--- config.mk ---
export PLATFORM = sky130hd
export DESIGN_NAME = time_set_controller
export DESIGN_NICKNAME = d
export VERILOG_FILES = /design/src/rtl/time_set_controller.sv
export SDC_FILE = /design/constraint.sdc
export NUM_CORES = 1
export LEC_CHECK = 0
export ABC_AREA = 1
export CORE_MARGIN = 3
export CORE_UTILIZATION = 45
export CTS_CLUSTER_SIZE = 28
export DETAILED_ROUTE_END_ITERATION = 16
export HOLD_SLACK_MARGIN = 0.03
export PLACE_DENSITY_LB_ADDON = 0.12
export SYNTH_ARGS = -nofsm -noshare
export SYNTH_HDL_FRONTEND = slang
export SYNTH_SLANG_ARGS = --single-unit
--- constraint.sdc ---
create_clock -name clock_1_second -period 1.4 [get_ports clock_1_second]
set_input_delay 0.14 -clock clock_1_second [delete_from_list [all_inputs] [get_ports clock_1_second]]
set_output_delay 0.14 -clock clock_1_second [all_outputs]
set_load 0.05 [all_outputs]
--- src/rtl/time_set_controller.sv ---
// time_set_controller: turns the mode/increment buttons into new hour and
// minute values for the timekeeping counter. It captures the current time on
// entry to set mode, edits hours and then minutes, and issues a one-cycle
// load strobe when the edit is committed.
//
// state    | meaning
// ---------+---------------------------------------------------------------
// RUN      | normal timekeeping, increment ignored, waiting for mode press
// SET_HOUR | editing hours, blink on the hour field
// SET_MIN  | editing minutes, next mode press commits via load_en
module time_set_controller #(
    parameter int HOUR_MAX      = 23,
    parameter int MINUTE_MAX    = 59,
    parameter int REPEAT_DELAY  = 2,
    parameter int TIMEOUT_TICKS = 30
) (
    input  logic       clock_1_second,
    input  logic       reset,
    input  logic       btn_mode,
    input  logic       btn_inc,
    input  logic [6:0] cur_hour,
    input  logic [6:0] cur_minute,
    output logic [1:0] set_mode,
    output logic [6:0] edit_hour,
    output logic [6:0] edit_minute,
    output logic       blink,
    output logic       load_en,
    output logic [6:0] load_hour,
    output logic [6:0] load_minute
);

    localparam int HOLD_W = $clog2(REPEAT_DELAY + 1);
    localparam int IDLE_W = (TIMEOUT_TICKS > 2) ? $clog2(TIMEOUT_TICKS) : 1;
    localparam logic [6:0]        HOUR_LAST   = 7'(HOUR_MAX);
    localparam logic [6:0]        MINUTE_LAST = 7'(MINUTE_MAX);
    localparam logic [HOLD_W-1:0] HOLD_SAT    = HOLD_W'(REPEAT_DELAY);
    localparam logic [IDLE_W-1:0] IDLE_LAST   = IDLE_W'(TIMEOUT_TICKS - 1);

    typedef enum logic [1:0] {
        RUN      = 2'b00,
        SET_HOUR = 2'b01,
        SET_MIN  = 2'b10
    } state_t;

    state_t            state, state_nxt;
    logic              btn_mode_q, btn_inc_q;
    logic [HOLD_W-1:0] hold_cnt, hold_cnt_nxt;
    logic [IDLE_W-1:0] idle_cnt, idle_cnt_nxt;
    logic [6:0]        edit_hour_nxt, edit_minute_nxt;
    logic [6:0]        load_hour_nxt, load_minute_nxt;
    logic              load_en_nxt, blink_nxt;
    logic              mode_press, inc_press, inc_step, any_btn, timeout, state_change;

    assign set_mode = state;

    // Register all state and registered outputs; synchronous clear to zero.
    always_ff @(posedge clock_1_second) begin
        if (reset) begin
            state       <= RUN;
            btn_mode_q  <= 1'b0;
            btn_inc_q   <= 1'b0;
            hold_cnt    <= '0;
            idle_cnt    <= '0;
            edit_hour   <= '0;
            edit_minute <= '0;
            load_hour   <= '0;
            load_minute <= '0;
            load_en     <= 1'b0;
            blink       <= 1'b0;
        end else begin
            state       <= state_nxt;
            btn_mode_q  <= btn_mode;
            btn_inc_q   <= btn_inc;
            hold_cnt    <= hold_cnt_nxt;
            idle_cnt    <= idle_cnt_nxt;
            edit_hour   <= edit_hour_nxt;
            edit_minute <= edit_minute_nxt;
            load_hour   <= load_hour_nxt;
            load_minute <= load_minute_nxt;
            load_en     <= load_en_nxt;
            blink       <= blink_nxt;
        end
    end

    // Next-state, edit arithmetic, auto-repeat/idle counters and blink.
    always_comb begin
        state_nxt       = state;
        edit_hour_nxt   = edit_hour;
        edit_minute_nxt = edit_minute;
        load_hour_nxt   = load_hour;
        load_minute_nxt = load_minute;
        load_en_nxt     = 1'b0;

        mode_press = btn_mode & ~btn_mode_q;
        inc_press  = btn_inc & ~btn_inc_q;
        inc_step   = inc_press | (btn_inc & (hold_cnt == HOLD_SAT));
        any_btn    = btn_mode | btn_inc;
        timeout    = ~any_btn & (idle_cnt == IDLE_LAST);

        case (state)
            RUN: begin
                if (mode_press) begin
                    state_nxt       = SET_HOUR;
                    edit_hour_nxt   = (cur_hour > HOUR_LAST) ? 7'd0 : cur_hour;
                    edit_minute_nxt = (cur_minute > MINUTE_LAST) ? 7'd0 : cur_minute;
                end
            end
            SET_HOUR: begin
                if (mode_press) begin
                    state_nxt = SET_MIN;
                end else if (timeout) begin
                    state_nxt = RUN;
                end else if (inc_step) begin
                    edit_hour_nxt = (edit_hour == HOUR_LAST) ? 7'd0 : edit_hour + 7'd1;
                end
            end
            SET_MIN: begin
                if (mode_press) begin
                    state_nxt       = RUN;
                    load_hour_nxt   = edit_hour;
                    load_minute_nxt = edit_minute;
                    load_en_nxt     = 1'b1;
                end else if (timeout) begin
                    state_nxt = RUN;
                end else if (inc_step) begin
                    edit_minute_nxt = (edit_minute == MINUTE_LAST) ? 7'd0 : edit_minute + 7'd1;
                end
            end
            default: state_nxt = RUN;
        endcase

        state_change = (state_nxt != state);

        if (!btn_inc || state_change) begin
            hold_cnt_nxt = '0;
        end else if (hold_cnt < HOLD_SAT) begin
            hold_cnt_nxt = hold_cnt + HOLD_W'(1);
        end else begin
            hold_cnt_nxt = hold_cnt;
        end

        if (state_change || any_btn || state == RUN) begin
            idle_cnt_nxt = '0;
        end else begin
            idle_cnt_nxt = idle_cnt + IDLE_W'(1);
        end

        // Entry cycle of a set state shows the field steadily, then it blinks.
        if (state_change || state_nxt == RUN) begin
            blink_nxt = 1'b0;
        end else begin
            blink_nxt = ~blink;
        end
    end

endmodule

# After elaboration in Yosys (flattened, before gate mapping)
# Cells that the tools add are included.
[op_classes]
mux = 20
eq_ne = 14
add_sub_neg = 4
magnitude_cmp = 3
bitwise = 11
reduce_logical = 16
[ops]
columns = ["operator", "n"]
rows = [
  ["$mux 7", 12],
  ["$pmux 7 s2", 2],
  ["$add 7x1->7 const B", 2],
  ["$ne 2x2->1 const B", 7],
  ["$reduce_and 5->1", 2],
  ["$mux 2", 4],
  ["$reduce_or 2->1", 4],
  ["$eq 7x5->1 const B", 1],
  ["$eq 7x6->1 const B", 1],
  ["$gt 7x5->1 const B", 1],
  ["$gt 7x6->1 const B", 1],
  ["$pmux 2 s3", 1],
  ["$add 5x1->5 const B", 1],
  ["$eq 5x5->1 const B", 1],
  ["$not 1->1", 5],
  ["$and 1x1->1", 4],
  ["$eq 2x2->1 const B", 2],
  ["$logic_not 2->1", 2],
  ["$logic_or 1x1->1", 4],
  ["$reduce_bool 2->1", 2],
  ["$add 2x1->2 const B", 1],
  ["$eq 2x1->1 const B", 1],
  ["$lt 2x2->1 const B", 1],
  ["$ne 2x2->1", 1],
  ["4 further kinds", 5],
]
[word_totals]
out_inout_bits = 32
word_cells = 79
regBits = 41

# Depth between registers and ports, before layout
[depth]
word_depth = 10
mapped_depth = 11
ltp_nobuf = 11

# Least setup slack after synthesis
# OpenSTA, ideal clock, no wires.
[synth_timing]
kind = "register -> register"
from = "register edit_minute[0]"
to = "register edit_minute[0]"
stages_incl_launch_ff = 9
arrival_time_ps = 1670
n_path_buf = 0
setup_slack_ps = -383
synth_period_minus_slack_ps = 1783
required_ps = 1287
path_cell_list = "dfxtp_1 ha_1 nand2_1 nor2_1 nand2_1 nand2_1 o21ai_0 nor2_1 nor2_2"
[synth_between]
elab_chain_cells = 6
elab_cells_between_ends = 7
[synth_lines]
columns = ["item", "line_no", "rtl"]
rows = [
  ["from (decl)", "25", "output logic [6:0] edit_minute,"],
  ["from (signal assigned)", "77", "edit_minute <= edit_minute_nxt;"],
  ["$add 7x1->7 / $eq 7x6->1 (equally long branches)", "126", "edit_minute_nxt = (edit_minute == MINUTE_LAST) ? 7'd0 : edit_minute + 7'd1;"],
  ["$mux 7 (*)", "126", ""],
  ["$mux 7 (*)", "125", "end else if (inc_step) begin"],
  ["$mux 7 (*)", "123", "end else if (timeout) begin"],
  ["$mux 7 (*)", "118", "if (mode_press) begin"],
  ["$pmux 7 s2 (*)", "100", "case (state)"],
]
# Mark *: on every way between the ends. The rest lies on a longest branch, timed or not. The select of a mux whose other input is x is not followed.
# A chain may end at the register's enable or synchronous reset.

# Worst setup path after layout
[layout_timing]
from = "register idle_cnt[1]"
to = "register idle_cnt[1]"
[layout_between]
elab_chain_cells = 9
elab_cells_between_ends = 11
[layout_lines]
columns = ["item", "line_no", "rtl"]
rows = [
  ["from (decl)", "48", "logic [IDLE_W-1:0] idle_cnt, idle_cnt_nxt;"],
  ["from (signal assigned)", "75", "idle_cnt <= idle_cnt_nxt;"],
  ["$eq 5x5->1", "98", "timeout = ~any_btn & (idle_cnt == IDLE_LAST);"],
  ["$and 1x1->1", "98", ""],
  ["$mux 2", "111, 123", ""],
  ["$mux 2 (on tied branches)", "118, 109", ""],
  ["$pmux 2 s3", "100", ""],
  ["$ne 2x2->1", "132", "state_change = (state_nxt != state);"],
  ["$logic_or 1x1->1 (2 in a row)", "142", "if (state_change || any_btn || state == RUN) begin"],
  ["$reduce_or 2->1 (no source line)", "n/a", ""],
]
# Several ways; a longest one is shown, not always the timed one.

==> impl_table.tex <==
\begin{tabular}{lr}
\hline
Metric & Value \\
\hline
\multicolumn{2}{l}{\textbf{Clock network}} \\
CTS tree & built \\
Depth of the CTS H-tree & 2 \\
Worst-Skew Late Latency & 300 ps \\
CTS max path bufs & 2 \\
Clock-pin slew reported for the worst setup and hold paths after clock tree synthesis & 80 ps \\
CTS Buf Count & 5 \\
TritonCTS sink count & 41 \\
Cell chosen for the clock root & sky130\_fd\_sc\_hd\_\_clkbuf\_8 \\
\multicolumn{2}{l}{\textbf{STA}} \\
Worst slack on hold paths & 465.1 ps \\
Setup violation total in the final timing report & 0 \\
Max-Slew Margin vs Limit & 78.32\% \\
Minimum clock period after layout & 1391 ps \\
Final Worst Setup Slack & 8.799 ps \\
Transition at the pin with the smallest max-transition slack & 324.1 ps \\
Final clock skew & $\sim$9.2 ps \\
Timing-limited maximum frequency & 718.8 MHz \\
RSZ-0062 raised after global routing & yes \\
Period utilisation layout & 99.37\% \\
Max Transition Viols Final & 0 \\
Number of hold violations in the final report & 0 \\
\multicolumn{2}{l}{\textbf{Routing}} \\
Wire length per cell & roughly 12 um \\
DRT Wirelength & between 5 and 6 mm \\
Total number of vias & 2,162 \\
Number of optimization iterations in the first detailed-route pass & 5 \\
Detailed-route vias per instance & between 4 and 5 \\
Starting DRC count in detailed routing & $\sim$100 \\
Post-route antenna net violation count & 0 \\
DR DRC count & 0 \\
\multicolumn{2}{l}{\textbf{GRT}} \\
Global-route wire length before repair & 8.445 mm \\
Leftover overflow at the end of global routing & 0 \\
Via count of the first global-routing pass & 1,970 \\
Maximum number of pins on one net before global-route repair & 29 \\
Antenna violations before repair & 0 \\
Total routing resource utilization after global routing & between 10\% and 20\% \\
\multicolumn{2}{l}{\textbf{Yosys}} \\
Top-area cell type share of the netlist area & 39.07\% \\
Post-synth cell types & 24 \\
Area of the mapped netlist & 0.002101 mm\^{}2 \\
Synthesized Nets & 336 \\
Mean area per synthesized cell & 6.712 um\^{}2 \\
Most area-hungry cell type in the Yosys netlist & sky130\_fd\_sc\_hd\_\_dfxtp\_1 \\
\#FFs+latches synth & $\sim$40 \\
Number of instances in the synthesized netlist & 313 \\
Cell types occupying the most area after synthesis & sky130\_fd\_sc\_hd\_\_dfxtp\_1 39\%, sky130\_fd\_sc\_hd\_\_nand2\_1 14\%, sky130\_fd\_sc\_hd\_\_nor2\_1 10\% \\
Synth warnings & 0 \\
Sequential-to-total area share from yosys stat & 39.07\% \\
\multicolumn{2}{l}{\textbf{Cells and area}} \\
Number of nets in the layout & 411 \\
Area Growth Syn to Fin & 49.26\% \\
Proportion of layout cells with a drive suffix above 1 & a little over a quarter \\
Commonest non-fill, non-tap cell in the layout & sky130\_fd\_sc\_hd\_\_nand2\_1 \\
Fill cell total of the finished layout & 372 \\
Share of the core filled with cells & 70.55\% \\
Most used cells in the layout excluding fill and tap cells & 75 x sky130\_fd\_sc\_hd\_\_nand2\_1, 56 x sky130\_fd\_sc\_hd\_\_nor2\_1, 40 x sky130\_fd\_sc\_hd\_\_buf\_4, 31 x sky130\_fd\_sc\_hd\_\_nand3\_1, 29 x sky130\_fd\_sc\_hd\_\_dfxtp\_1 \\
Multi-input gate area in the final layout & 0.001157 mm\^{}2 \\
Total inserted antenna cells & 0 \\
Flip-flop and latch area & 843.3 um\^{}2 \\
Design Area, Final & about 0.0031 mm\^{}2 \\
\multicolumn{2}{l}{\textbf{Place}} \\
HPWL after detailed placement & a little under 4 mm \\
Total cell area at the placement stage & 0.002930 mm\^{}2 \\
Placer congestion estimate & 0.8824 \\
Worst setup timing slack at the placement stage & -166.9 ps \\
Number of buffers inserted by port buffering & 49 \\
\multicolumn{2}{l}{\textbf{Status}} \\
Status & finished clean \\
\multicolumn{2}{l}{\textbf{Worst setup path}} \\
Startpoint types & flip-flop \\
Peak fanout along the critical path & 5 \\
Worst EP arrival & around 1600 ps \\
WP data required & 1590 ps \\
Critical path class & flip-flop to flip-flop \\
Element type at the critical path end & flip-flop \\
\multicolumn{2}{l}{\textbf{Min path}} \\
Worst hold-check path type & input port to flip-flop \\
\multicolumn{2}{l}{\textbf{Floorplanning}} \\
Die area & 0.005524 mm\^{}2 \\
Number of ports placed on the die boundary & 50 \\
Cell Rows & 24 \\
Die Width & roughly 74 um \\
Starting density of the core & 47.27\% \\
Core region area & roughly 0.0044 mm\^{}2 \\
Overall die height & 74.33 um \\
\multicolumn{2}{l}{\textbf{Power}} \\
Power density cells & 1016 mW/mm\^{}2 \\
Power Total & 3186 uW \\
Worst voltage drop across the vdd grid & 0.6208 mV \\
Cell leakage power & 0.001461 uW \\
\multicolumn{2}{l}{\textbf{Flow run}} \\
Max cap viols & 0 \\
\hline
\end{tabular}
==> synth_stat cells (all sizes together) <==
| library cell | count |
|---|---|
| nand3 | 32 |
| or2 | 1 |
| xor2 | 4 |
| ha | 5 |
| xnor2 | 1 |
| clkbuf | 1 |
| nand2 | 85 |
| nand4 | 4 |
| clkinv | 1 |
| nor2 | 61 |
| inv | 31 |
| buf | 6 |
| o21ai | 20 |
| dfxtp | 41 |
| a21oi | 20 |
==> report_power, final <==
part / internal, uW / switching, uW
clock: 708 / 429
combinational: 334 / 432
sequential: 1220 / 62.8
total: 2260 / 923
==> layout make-up <==
cell class | instances | area share, %
clock buffers | 5 | 2.195
clock inverters | 3 | 2.075
inverters | 32 | 3.990
multi-input cells | 234 | 36.91
flip-flops and latches | 41 | 26.90
well taps | 52 | 2.075
repair buffers | 74 | 25.86
==> flip-flops by register name, indices dropped and copies added (netlist names), 2 cells and up <==
| signal | cells |
|---|---|
| idle_cnt | 5 |
| load_hour | 7 |
| hold_cnt | 2 |
| load_minute | 7 |
| set_mode | 2 |
| edit_minute | 7 |
| edit_hour | 7 |
==> layer usage <==
layer  share of wire (%)  track usage (%)  vias up
met5                   0                0        -
met4                 1.5            7.708        0
met3                 4.6            4.324        7
met2                  48            31.69       54
met1                  46            25.46      958
li1                    -                -     1143
==> logic make-up (layout without fill, tap and decap cells) <==
family / after synthesis / after routing / share of synthesized area, %
compound gates: 40 / 40 / 9.530
simple gates: 183 / 184 / 38.12
fa+ha+maj: 5 / 5 / 2.978
flops: 41 / 41 / 39.07
buf+inv: 39 / 114 / 8.218
xor+xnor: 5 / 5 / 2.084
==> critical path, stage by stage, from the launching register on <==
cell	delay [ps]
sky130_fd_sc_hd__dfxtp_2	340
sky130_fd_sc_hd__inv_2	60
sky130_fd_sc_hd__ha_4	120
sky130_fd_sc_hd__nand2_2	50
sky130_fd_sc_hd__nor2_2	130
sky130_fd_sc_hd__nand2_2	70
sky130_fd_sc_hd__or2_4	250
sky130_fd_sc_hd__nand4_1	180
sky130_fd_sc_hd__nor2_1	80
==> final timing paths <==
check	start	endpoint	slack (ps)	cells past startpoint
worst min-delay path	btn_inc	btn_inc_q	470	3
worst max register to register	idle_cnt[1]	idle_cnt[1]	9	8
worst max-delay path	idle_cnt[1]	idle_cnt[1]	9	8
worst min register to register	hold_cnt[1]	hold_cnt[0]	480	2
==> timing repair <==
action                                  4_1_cts  5_1_grt
resized for setup                             1       16
cloned                                        0        1
pin swaps                                     0        7
setup buffers                                 0        2
hold buffers                                  0        0
endpoints found under the setup margin        4       17
==> per-stage QoR <==
step | TNS (ps) | instances
after floorplan | -24.72 | 313
after global placement | -2547 | 430
after detailed placement | -4109 | 430
after CTS | 0 | 438
after global routing | -532.7 | 441
final | 0 | 441
Power figures use the tool's default switching activity.
